[src/rtl/clock_gen.sv]
// Two-phase CPU bus clock generator: phi_0 is a registered divide-by-DIV clock
// with programmable high time, phi_2 is phi_0 delayed by PHI2_DELAY system clocks.
module clock_gen #(
  parameter int unsigned DIV         = 100,
  parameter int unsigned HIGH_CYCLES = 50,
  parameter int unsigned PHI2_DELAY  = 2
) (
  input  logic clk,
  input  logic rst_n,
  output logic phi_0,
  output logic phi_2
);

  localparam int unsigned LOW_CYCLES = DIV - HIGH_CYCLES;
  localparam int unsigned CNT_W      = (DIV > 2) ? $clog2(DIV) : 1;
  localparam int unsigned MIN_PHASE  = (HIGH_CYCLES < LOW_CYCLES) ? HIGH_CYCLES : LOW_CYCLES;

  generate
    if (DIV < 2) begin : g_bad_div
      $error("clock_gen: DIV must be at least 2");
    end
    if ((HIGH_CYCLES < 1) || (HIGH_CYCLES + 1 > DIV)) begin : g_bad_high
      $error("clock_gen: HIGH_CYCLES must lie in 1..DIV-1");
    end
    if (PHI2_DELAY >= MIN_PHASE) begin : g_bad_delay
      $error("clock_gen: PHI2_DELAY must be below both HIGH_CYCLES and DIV-HIGH_CYCLES");
    end
  endgenerate

  logic [CNT_W-1:0] cnt_q;
  logic [CNT_W-1:0] cnt_d;
  logic             phi0_q;
  logic             phi0_d;

  // phi0 is decoded from the next count so the flop tracks cnt on the same edge.
  always_comb begin
    cnt_d  = (cnt_q == CNT_W'(DIV - 1)) ? '0 : cnt_q + CNT_W'(1);
    phi0_d = (cnt_d >= CNT_W'(LOW_CYCLES));
  end

  always_ff @(posedge clk or negedge rst_n) begin
    if (!rst_n) begin
      cnt_q  <= '0;
      phi0_q <= 1'b0;
    end else begin
      cnt_q  <= cnt_d;
      phi0_q <= phi0_d;
    end
  end

  assign phi_0 = phi0_q;

  generate
    if (PHI2_DELAY == 0) begin : g_no_delay
      assign phi_2 = phi0_q;
    end else begin : g_delay
      logic [PHI2_DELAY-1:0] dly_q;
      logic [PHI2_DELAY-1:0] dly_d;

      always_comb begin
        dly_d = (dly_q << 1) | PHI2_DELAY'(phi0_q);
      end

      always_ff @(posedge clk or negedge rst_n) begin
        if (!rst_n) begin
          dly_q <= '0;
        end else begin
          dly_q <= dly_d;
        end
      end

      assign phi_2 = dly_q[PHI2_DELAY-1];
    end
  endgenerate

endmodule

[config.mk]
export PLATFORM = sky130hd
export DESIGN_NAME = clock_gen
export DESIGN_NICKNAME = d
export VERILOG_FILES = /design/src/rtl/clock_gen.sv
export SDC_FILE = /design/constraint.sdc
export NUM_CORES = 1
export LEC_CHECK = 0
export CAP_MARGIN = 20
export CORE_AREA = 8 8 45 47
export DETAILED_ROUTE_END_ITERATION = 10
export DIE_AREA = 0 0 53 55
export GPL_ROUTABILITY_DRIVEN = 1
export PLACE_DENSITY = 0.54
export SLEW_MARGIN = 0
export SYNTH_ARGS = -nofsm -noshare
export SYNTH_HDL_FRONTEND = slang
export SYNTH_SLANG_ARGS = --single-unit
[constraint.sdc]
create_clock -name clk -period 1.6 [get_ports clk]
set_input_delay 0.32 -clock clk [delete_from_list [all_inputs] [get_ports clk]]
set_output_delay 0.32 -clock clk [all_outputs]
set_load 0.05 [all_outputs]
==> flow_metrics.py <==
metrics = {
    "worst_hold_path": {
        "hp-start": "g_delay.dly_q[0]",
        "holdPathStages": 0,
        "hp-class": "reg2reg",
    },
    "clock_network": {
        "clock_sinks": 10,
        "cts.path.max_buffers": 2,
        "cts-root-buf": "clkbuf_4",
        "clkLatencyLatePin_ns": 0.26,
        "cts_tree": "built",
        "ctsHoldBuffers": 0,
        "clk_pin_slew_ns": 0.07,
        "cts_made_buffers": 3,
        "cts_max_level": 1,
    },
    "critical_path": {
        "worstPathRequired_ns": 1.75,
        "crit_start": "cnt_q[0]",
        "crit_path_end_kind": "register",
        "worstReg2RegStart": "cnt_q[0]",
        "critPathKind": "reg2reg",
        "critical_path_arrival_ns": 1.61,
        "reg2regPathDepth": 5,
        "worstPathMaxFanout": 4,
        "ff2ff_setup_slack_ns": 0.14,
        "worstSetupStartpointType": "register",
        "cp-endpoint": "cnt_q[5]",
        "rr_endpoint": "cnt_q[5]",
    },
    "power_and_ir_drop": {
        "total_leakage_power_uw": 0.000258,
        "netSwitchingPower_uw": 92.0,
        "p_seq_share_pct": 52.1,
        "clockPowerShare_pct": 46.5,
        "combPwrFrac_pct": 1.4,
        "intPower_uw": 393,
        "peakVddDrop_mv": 0.392,
        "netSwitchingFraction_pct": 19.0,
        "power_density_nw_per_um2": 799,
    },
    "logic_synthesis": {
        "ys_top_cells_by_count": "dfrtp_1, nand2_1, nor2_1, inv_1",
        "yosysWarnings": 0,
        "synth-async-reset-ratio_pct": 100,
        "syn_nets": 52,
        "postSynthAreaPerCell_um2": 10.1,
        "ys_ff_latch": 10,
        "yosysTopAreaCell": "dfrtp_1",
        "syn_inst": 48,
        "synth_top_cell_area_share_pct": 51.4,
        "synthTopCellsByArea": "dfrtp_1, ha_1, nand2_1",
        "synth_top_flop_cell": "dfrtp_1",
        "synth_edf_count": 0,
        "seq_area_frac_synth_pct": 51.4,
        "synth.most_common_cell": "dfrtp_1",
        "synthDistinctLibCells": 24,
        "synthesis.area_um2": 487,
    },
    "grt": {
        "grt_pass1_vias": 385,
        "grt_use_total_pct": 7.78,
        "antenna_found_initial": 0,
        "overflow": 0,
        "grt_pass1_wl_mm": 1.72,
        "grt_max_degree": 11,
    },
    "timing": {
        "fmax_mhz": 686,
        "slew_headroom_pct": 69.7,
        "final_hold_viol_count": 0,
        "holdWs_ns": 0.348,
        "min_period_ns": 1.46,
        "setup_tns_ns": 0,
        "finalSetupViolCount": 0,
        "worst_pin_slew_ns": 0.452,
        "finClkSkew_ns": 0.00222,
        "maxSlewViolCount": 0,
        "post-route-period-util_pct": 91.1,
        "rsz0062_at_grt": "false",
    },
    "die": {
        "die_w_um": 53,
        "start_util_pct": 35.2,
        "dieArea_um2": 2920,
        "io_pins": 4,
        "rows": 14,
        "core_region_area_um2": 1380,
        "die_y_um": 55,
    },
    "cells_and_area": {
        "instances_no_fill": 74,
        "multi_input_area_um2": 234,
        "fillers": 132,
        "syn2layout_area_growth_pct": 24.7,
        "drive_gt1_share_pct": 22.4,
        "layout.nets": 63,
        "ff_latch_area_um2": 250,
        "antennaDiodeCount": 0,
        "fin_area_um2": 607,
    },
    "run": {
        "cap_violations": 0,
    },
    "route": {
        "totalWireLength_um": 902,
        "via_per_inst": 5.24,
        "avgRoutedWirePerCell_um": 12.2,
        "vias": 388,
        "ant_nets": 0,
        "drtPass1Iterations": 4,
        "first_iter_violations": 11,
        "drc": 0,
    },
    "place": {
        "gp_congestion": 0.817,
        "place_inst": 70,
        "dpl-instance-area_um2": 558,
        "portBuffers": 3,
        "hpwl_um": 654,
    },
    "run_status": {
        "outcome": "completed",
    },
}
[power by group through the flow]
stage               sequential, uW  clock, uW  combinational (uW)
finish                         253        225                6.88
global route                   252        244                8.40
CTS                            253        233                7.58
detailed placement             258          0                7.53
global placement               258          0                7.58
floorplan                      258          0           0.0000770
[final cells by class]
type / instances / share of cell area, %
Sequential cell: 10 / 41.2
Inverter: 3 / 1.86
Tap cell: 16 / 3.30
Timing Repair Buffer: 7 / 9.07
Clock buffer: 4 / 5.98
Multi-Input combinational cell: 34 / 38.6
[cells by family after synthesis]
| family | synth area share, % |
|---|---|
| fa+ha+maj | 5.14 |
| xor+xnor | 3.60 |
| mux | 2.06 |
| flops | 51.4 |
| simple gates | 21.1 |
| buf+inv | 3.08 |
| compound gates | 13.6 |
[worst max-delay path, cell delays in order, from the launching register on]
cell and delay (ns):
dfrtp_1 0.39, ha_4 0.17, nand2_2 0.06, or4b_1 0.49
a21oi_1 0.17, nor3_1 0.07
[through the flow]
step	util, %	worst slack (ns)	total power [uW]
5_1_grt	43.9	0.0419	505
3_5_place_dp	40.3	0.105	265
6_report	43.9	0.142	485
3_3_place_gp	40.3	0.122	265
2_1_floorplan	-	0.0468	258
4_1_cts	42.9	0.0794	493
[cell usage in the layout (no fill, tap or decap), drive strengths merged]
cell type      netlist  routed
o22ai                1       1
nor2                 4       4
clkbuf               1       4
nand4                1       1
and2                 1       1
buf                  0       6
a41oi                1       1
nand3                2       2
a32o                 1       1
dfrtp               10      10
a21o                 2       2
o31ai                1       1
nand4b               1       1
o311ai               1       1
ha                   2       2
or2                  1       1
clkdlybuf4s50        0       1
nor3                 1       1
nand2                7       7
mux2i                1       1
or4b                 1       1
nand2b               1       1
a21oi                2       2
xnor2                2       2
inv                  3       3
[worst min path at each step]
stage	slack (ns)	end
global placement	0.33	g_delay.dly_q[1]
CTS	0.35	g_delay.dly_q[1]
floorplan	0.02	cnt_q[0]
detailed placement	0.34	g_delay.dly_q[1]
global route	0.36	g_delay.dly_q[1]
finish	0.35	g_delay.dly_q[1]
[state kept, by name, indices dropped and copies added (netlist names)]
signal	cells
cnt_q	7
g_delay.dly_q	2
phi_0	1
[layer usage]
| metal | track usage, % | vias to the layer above | wire [um] |
|---|---|---|---|
| met2 | 11.9 | 7 | 428 |
| met5 | 0 | - | 0 |
| met4 | 5.17 | 0 | 18 |
| met1 | 9.52 | 184 | 405 |
| met3 | 1.87 | 4 | 50 |
| li1 | - | 193 | - |
[what timing repair did]
| item | in CTS | in global routing |
|---|---|---|
| resized for setup | 0 | 2 |
| setup endpoints to repair | 0 | 1 |
| buffers inserted | 0 | 0 |
(Power assumes the default switching activity.)
